<file path="src/rtl/memory_stage.sv">
// Memory pipeline stage: EX/MEM register, data-memory handshake FSM and MEM/WB register.
// Latency: one cycle EX->MEM, one cycle MEM->WB; a memory op may complete in the cycle it is issued.
// Backpressure: stall_M is high while a memory op waits for dm_ack; both pipeline registers then hold or bubble.
module memory_stage #(
    parameter int N = 64
) (
    input  logic         clk,
    input  logic         reset,
    input  logic         valid_E,
    input  logic         flush_M,
    input  logic         RegWrite_E,
    input  logic         MemtoReg_E,
    input  logic         MemRead_E,
    input  logic         MemWrite_E,
    input  logic         Branch_E,
    input  logic         UncondBranch_E,
    input  logic [N-1:0] aluResult_E,
    input  logic [N-1:0] writeData_E,
    input  logic [N-1:0] PCBranch_E,
    input  logic         zero_E,
    input  logic [4:0]   rd_E,
    output logic         stall_M,
    output logic         PCSrc_M,
    output logic [N-1:0] PCBranch_M,
    output logic         dm_req,
    output logic         dm_we,
    output logic [N-1:0] dm_addr,
    output logic [N-1:0] dm_wdata,
    input  logic         dm_ack,
    input  logic [N-1:0] dm_rdata,
    output logic         valid_W,
    output logic         RegWrite_W,
    output logic         MemtoReg_W,
    output logic [4:0]   rd_W,
    output logic [N-1:0] aluResult_W,
    output logic [N-1:0] readData_W
);

    typedef enum logic {
        S_IDLE = 1'b0,
        S_WAIT = 1'b1
    } state_t;

    state_t state_q, state_d;

    // EX/MEM register fields
    logic         valid_M_q;
    logic         RegWrite_M_q;
    logic         MemtoReg_M_q;
    logic         MemRead_M_q;
    logic         MemWrite_M_q;
    logic         Branch_M_q;
    logic         UncondBranch_M_q;
    logic         zero_M_q;
    logic [N-1:0] aluResult_M_q;
    logic [N-1:0] writeData_M_q;
    logic [N-1:0] PCBranch_M_q;
    logic [4:0]   rd_M_q;

    // MEM/WB register fields
    logic         valid_W_q;
    logic         RegWrite_W_q;
    logic         MemtoReg_W_q;
    logic [4:0]   rd_W_q;
    logic [N-1:0] aluResult_W_q;
    logic [N-1:0] readData_W_q;

    logic memop;
    logic done;
    logic load_only;

    // A valid instruction that touches memory; a read+write combination is treated as a store
    assign memop     = valid_M_q & (MemRead_M_q | MemWrite_M_q);
    assign load_only = MemRead_M_q & ~MemWrite_M_q;
    assign done      = dm_req & dm_ack;
    assign stall_M   = memop & ~done;

    // Handshake FSM: IDLE issues the request as soon as a memop is present, WAIT keeps it up until ack
    always_comb begin
        state_d = state_q;
        dm_req  = 1'b0;
        case (state_q)
            S_IDLE: begin
                dm_req = memop;
                if (memop && !dm_ack) begin
                    state_d = S_WAIT;
                end
            end
            S_WAIT: begin
                dm_req = 1'b1;
                if (dm_ack) begin
                    state_d = S_IDLE;
                end
            end
            default: state_d = S_IDLE;
        endcase
    end

    // FSM state register
    always_ff @(posedge clk) begin
        if (reset) begin
            state_q <= S_IDLE;
        end else begin
            state_q <= state_d;
        end
    end

    // Memory-side outputs are driven only while a request is outstanding, zero otherwise
    always_comb begin
        dm_we    = 1'b0;
        dm_addr  = '0;
        dm_wdata = '0;
        if (dm_req) begin
            dm_we    = MemWrite_M_q;
            dm_addr  = aluResult_M_q;
            dm_wdata = writeData_M_q;
        end
    end

    // EX/MEM register: capture when not stalled; flush turns the captured slot into a bubble
    always_ff @(posedge clk) begin
        if (reset) begin
            valid_M_q        <= 1'b0;
            RegWrite_M_q     <= 1'b0;
            MemtoReg_M_q     <= 1'b0;
            MemRead_M_q      <= 1'b0;
            MemWrite_M_q     <= 1'b0;
            Branch_M_q       <= 1'b0;
            UncondBranch_M_q <= 1'b0;
            zero_M_q         <= 1'b0;
            aluResult_M_q    <= '0;
            writeData_M_q    <= '0;
            PCBranch_M_q     <= '0;
            rd_M_q           <= '0;
        end else if (!stall_M) begin
            valid_M_q        <= valid_E & ~flush_M;
            RegWrite_M_q     <= RegWrite_E;
            MemtoReg_M_q     <= MemtoReg_E;
            MemRead_M_q      <= MemRead_E;
            MemWrite_M_q     <= MemWrite_E;
            Branch_M_q       <= Branch_E;
            UncondBranch_M_q <= UncondBranch_E;
            zero_M_q         <= zero_E;
            aluResult_M_q    <= aluResult_E;
            writeData_M_q    <= writeData_E;
            PCBranch_M_q     <= PCBranch_E;
            rd_M_q           <= rd_E;
        end
    end

    // MEM/WB register: advance when not stalled, otherwise emit a bubble while data fields hold
    always_ff @(posedge clk) begin
        if (reset) begin
            valid_W_q     <= 1'b0;
            RegWrite_W_q  <= 1'b0;
            MemtoReg_W_q  <= 1'b0;
            rd_W_q        <= '0;
            aluResult_W_q <= '0;
            readData_W_q  <= '0;
        end else if (!stall_M) begin
            valid_W_q     <= valid_M_q;
            RegWrite_W_q  <= RegWrite_M_q & valid_M_q;
            MemtoReg_W_q  <= MemtoReg_M_q;
            rd_W_q        <= rd_M_q;
            aluResult_W_q <= aluResult_M_q;
            readData_W_q  <= (done && load_only) ? dm_rdata : '0;
        end else begin
            valid_W_q     <= 1'b0;
            RegWrite_W_q  <= 1'b0;
        end
    end

    assign PCSrc_M     = valid_M_q & (UncondBranch_M_q | (Branch_M_q & zero_M_q));
    assign PCBranch_M  = PCBranch_M_q;
    assign valid_W     = valid_W_q;
    assign RegWrite_W  = RegWrite_W_q;
    assign MemtoReg_W  = MemtoReg_W_q;
    assign rd_W        = rd_W_q;
    assign aluResult_W = aluResult_W_q;
    assign readData_W  = readData_W_q;

endmodule
</file>
<file path="config.mk">
export PLATFORM = sky130hd
export DESIGN_NAME = memory_stage
export DESIGN_NICKNAME = d
export VERILOG_FILES = /design/src/rtl/memory_stage.sv
export SDC_FILE = /design/constraint.sdc
export NUM_CORES = 1
export LEC_CHECK = 0
export CORE_AREA = 2 2 235 237
export CTS_CLUSTER_SIZE = 8
export DETAILED_ROUTE_END_ITERATION = 16
export DIE_AREA = 0 0 237 239
export GPL_TIMING_DRIVEN = 1
export PLACE_DENSITY_LB_ADDON = 0.15
export SYNTH_ARGS = -nofsm -noshare
export SYNTH_HDL_FRONTEND = slang
export SYNTH_SLANG_ARGS = --single-unit
</file>
<file path="constraint.sdc">
create_clock -name clk -period 3.4 [get_ports clk]
set_input_delay 0.85 -clock clk [delete_from_list [all_inputs] [get_ports clk]]
set_output_delay 0.85 -clock clk [all_outputs]
set_load 0.1 [all_outputs]
</file>
======== Yosys cells after proc, flatten, opt, wreduce, memory -nomap -nowiden ========
Index checks and enable logic that the tools add are counted.
Widths: inputs -> output; s select.
storage, ports and cells
  register bits ........................... 342
  input bits .............................. 273
  output and inout port bits .............. 332
  logic and storage cells ................. 45
operators by class
  muxes and demuxes ....................... 8
  bitwise gates (word level) .............. 14
  reductions and logical operators ........ 4
operator list
  cell               count
  $mux 64            3
  $and 1x1->1        8
  $not 1->1          4
  $pmux 1 s2         2
  $mux 1             3
  $logic_and 1x1->1  2
  $or 1x1->1         2
  $reduce_or 2->1    1
  $logic_not 1->1    1

======== Logic depth before layout (Yosys ltp) ========
  depth after elaboration ................. 7
  depth in mapped cells ................... 6
  depth with buffers taken out ............ 4

======== Worst setup path before layout ========
No wires, ideal clock.
  path kind ............................... reg2out
  start point ............................. register MemWrite_M_q
  end point ............................... output dm_addr[0]
  arrival ................................. 2.370 ns
  setup slack ............................. 0.180 ns
  stages on the path, launching flop included .. 6
  cells stage by stage .................... dfxtp_1 or2_1 a21oi_1 buf_2 buf_4 nor2b_1
between the ends
  longest elaborated chain between the ends .. 4
ends and longest elaborated chain
  what                    line  RTL
  start, declared         51    logic MemWrite_M_q;
  start signal, assigned  140   MemWrite_M_q <= MemWrite_E;
  $or 1x1->1              73    assign memop = valid_M_q & (MemRead_M_q | MemWrite_M_q);
  $and 1x1->1             73
  $pmux 1 s2              82    case (state_q)
  $mux 64                 113   if (dm_req) begin
  end, declared           27    output logic [N-1:0] dm_addr,
No other way between the ends.

======== Final worst setup path ========
  start point ............................. register MemRead_M_q
  end point ............................... output dm_wdata[39]
between the ends
  longest elaborated chain between the ends .. 4
ends and longest elaborated chain
  what                    line  RTL
  start, declared         50    logic MemRead_M_q;
  start signal, assigned  139   MemRead_M_q <= MemRead_E;
  $or 1x1->1              73
  $and 1x1->1             73
  $pmux 1 s2              82
  $mux 64                 113
  end, declared           28    output logic [N-1:0] dm_wdata,
No other way between the ends.

==> impl_metrics.ini <==
[clock_network]
clk_path_buf_depth = 3
cts_setup_buffers = 0
cts.htree.levels = 2
numCtsBuffers = 49
cts_sinks = 342
clkLatencyLatePin_ns = 0.58
tritoncts = built
holdBufCountCts = 0
ctsRootBufferMaster = clkbuf_16
cts.clk_slew.worst_paths_ns = 0.06
cts_resized = 0

[power]
ir_drop_uv = 339
p_int_mw = 7.47
p_per_area_nw_per_um2 = 488
power.share.clock = 0.413
pwr-share-seq = 0.403
finalPower_mw = 10.7
switching_share = 0.302
p_leak_nw = 8.06
switching_power_mw = 3.23
p_comb_frac = 0.184

[sta]
rsz0062_at_grt = no
period_minus_slack_ns = 3.14
finalSetupViolCount = 0
period_share = 0.925
tightest_slew_ns = 0.963
fmax_mhz = 318
tns_ns = 0
relSlewSlack = 0.358
finalMaxSlewViolations = 0
hold_viol_final = 0
finClkSkew_ns = 0.0256

[yosys]
syn_area_um2 = 13300
ys_seq_elements = 342
synth.distinct_cells = 23
syn-num-nets = 1822
postSynthAreaPerCell_um2 = 8.60
synth_top_area_frac = 0.514
synth_fa_ha_area_frac = 0
synthMuxAreaShare = 0.00977
synth_compound_area_frac = 0.242
yosys-top-cells-area = dfxtp_1 51%, a21oi_1 9.9%, nand3_1 9.8%, o21ai_0 6.7%, nor2b_1 6.1%
ys_seq_area_frac = 0.514
synth_xor_area_frac = 0
synth_area_leader_cell = dfxtp_1
syn_inst = 1549
synth_simple_gate_area_frac = 0.176
synth_top_family_by_area = compound AO/OA/AOI/OAI gates
yosysWarningCount = 0

[run]
cap_violations = 0

[cells_and_area]
layout-drive-gt1-share = 0.202
n_fill_cell = 5419
layout.nets = 2325
seq_area_um2 = 6850
multi_input_area_um2 = 5720
syn_to_final_growth_pct = 64.6

[placement]
gp_congestion = 0.761
place_hpwl_mm = 36.4
portBuffers = 604

[routing]
routed_wl_mm = 55.9
vias = 13500
dr.pass1.iters = 7
wl_per_cell_um = 20.2
drcViolationCount = 0
ant_nets = 0
drtIter0Drc = 837
via_per_inst = 4.88

[critical_path]
r2r-start = valid_M_q$_SDFFE_PP0N_
path_max_fanout = 39
crit_start = MemRead_M_q$_SDFFE_PP0N_
crit_arrival_ns = 2.29
slowest_stage = buf_4
critical_path_class = reg2out
start_kind = flip-flop
cp.required_ns = 2.55
setup.worst_path.end_class = output pin
cp_cell_sequence = or2_1 > a21oi_4 > buf_4 > nor2b_1 > buf_12
slowest_delay_ns = 0.44

[worst_hold_path]
worst_hold_startpoint = writeData_M_q[63]$_SDFFE_PP0N_
hold_path.class = reg2reg

[grt]
grt_pass1_vias = 13200
antenna_found_initial = 3
overflow = 0
grt_pass1_wl_mm = 82.7
gr-usage-all-layers = 0.187
grt_max_degree = 169

[floorplanning]
rows = 86
die-height_um = 239
die_w_um = 237
initial_core_util = 0.245
die-area_um2 = 56600
coreArea_um2 = 54300
io_pins = 605

[outcome]
status = complete, no violations
critical path, delay by kind of cell (launching register included):
kind                   cells  cell delay [ns]
buffers and inverters      2             0.64
AND/OR/NAND/NOR            2             0.42
flip-flops                 1             0.37
AO/OA/AOI/OAI              1             0.24
cells by family after synthesis:
| logic type | Yosys count |
|---|---|
| multiplexers | 13 |
| AO/OA/AOI/OAI | 591 |
| AND/OR/NAND/NOR | 427 |
| flip-flops | 342 |
| buffers and inverters | 176 |
Yosys cell counts, drive strengths merged:
cell type,number
mux2i,13
a21oi,264
nor3b,1
nand2b,27
nand3,261
dfxtp,342
nor2b,129
nor2,4
o21bai,1
nor3,1
clkbuf,96
nand2,2
buf,77
a22o,64
o21ba,1
or2,1
inv,3
nor4,1
o21ai,261
cell type report:
type                            count  area share
Clock buffer                       52      0.0569
Tap cell                          704      0.0402
Inverter                            3    0.000742
Antenna cell                        2    0.000228
Clock inverter                      4     0.00240
Timing Repair Buffer              625       0.326
Multi-Input combinational cell   1031       0.261
Sequential cell                   342       0.312
final timing paths:
path | slack, ns | depth (start not counted) | to
worst max-delay path | 0.26 | 5 | dm_wdata[39]
worst min-delay path | 0.46 | 2 | writeData_M_q[63]$_SDFFE_PP0N_
worst max register to register | 1.12 | 5 | readData_W[16]$_SDFFE_PP0N_
worst min register to register | 0.46 | 2 | writeData_M_q[63]$_SDFFE_PP0N_
placed cells by master (no fill, tap or decap), drive strengths merged, types with 5 or more instances in the layout:
master	count
nand3	261
inv	5
nand2b	27
buf	354
a21oi	264
clkbuf	52
clkdlybuf4s50	271
nor2b	129
mux2i	13
dfxtp	342
o21ai	261
a22o	64
stage by stage:
step	cell area [um^2]	hold slack (ns)	util	cells	worst slack, ns
after floorplan	13300	0.439	-	1549	0.180
after global placement	20600	0.449	0.379	2705	0.385
after detailed placement	20600	0.453	0.379	2705	0.403
after CTS	21900	0.460	0.403	2761	0.165
after global routing	21900	0.482	0.403	2763	0.106
final	21900	0.462	0.403	2763	0.256
flip-flops by register name (all words and copies together) (netlist names):
name	flops
rd_M_q	5
state_q	1
RegWrite_M_q	1
UncondBranch_M_q	1
aluResult_M_q	64
MemWrite_M_q	1
MemtoReg_W	1
Branch_M_q	1
MemtoReg_M_q	1
PCBranch_M	64
readData_W	64
valid_W	1
aluResult_W	64
zero_M_q	1
writeData_M_q	64
valid_M_q	1
RegWrite_W	1
MemRead_M_q	1
rd_W	5
routing by layer:
metal	part of all wire	up-vias	global-route usage
met2	0.49	488	0.307
met4	0.026	2	0.0637
met1	0.40	6458	0.227
met3	0.086	82	0.0642
li1	-	6455	-
met5	0.00023	-	0
power groups by stage:
stage	combinational, mW	sequential (mW)	clock (mW)
6_report	1.97	4.31	4.42
2_1_floorplan	0.644	4.97	0
5_1_grt	2.07	4.32	4.72
3_3_place_gp	1.98	4.38	0
3_5_place_dp	1.99	4.39	0
4_1_cts	1.99	4.30	4.58
Note: power is estimated with default switching activity, not from simulation.
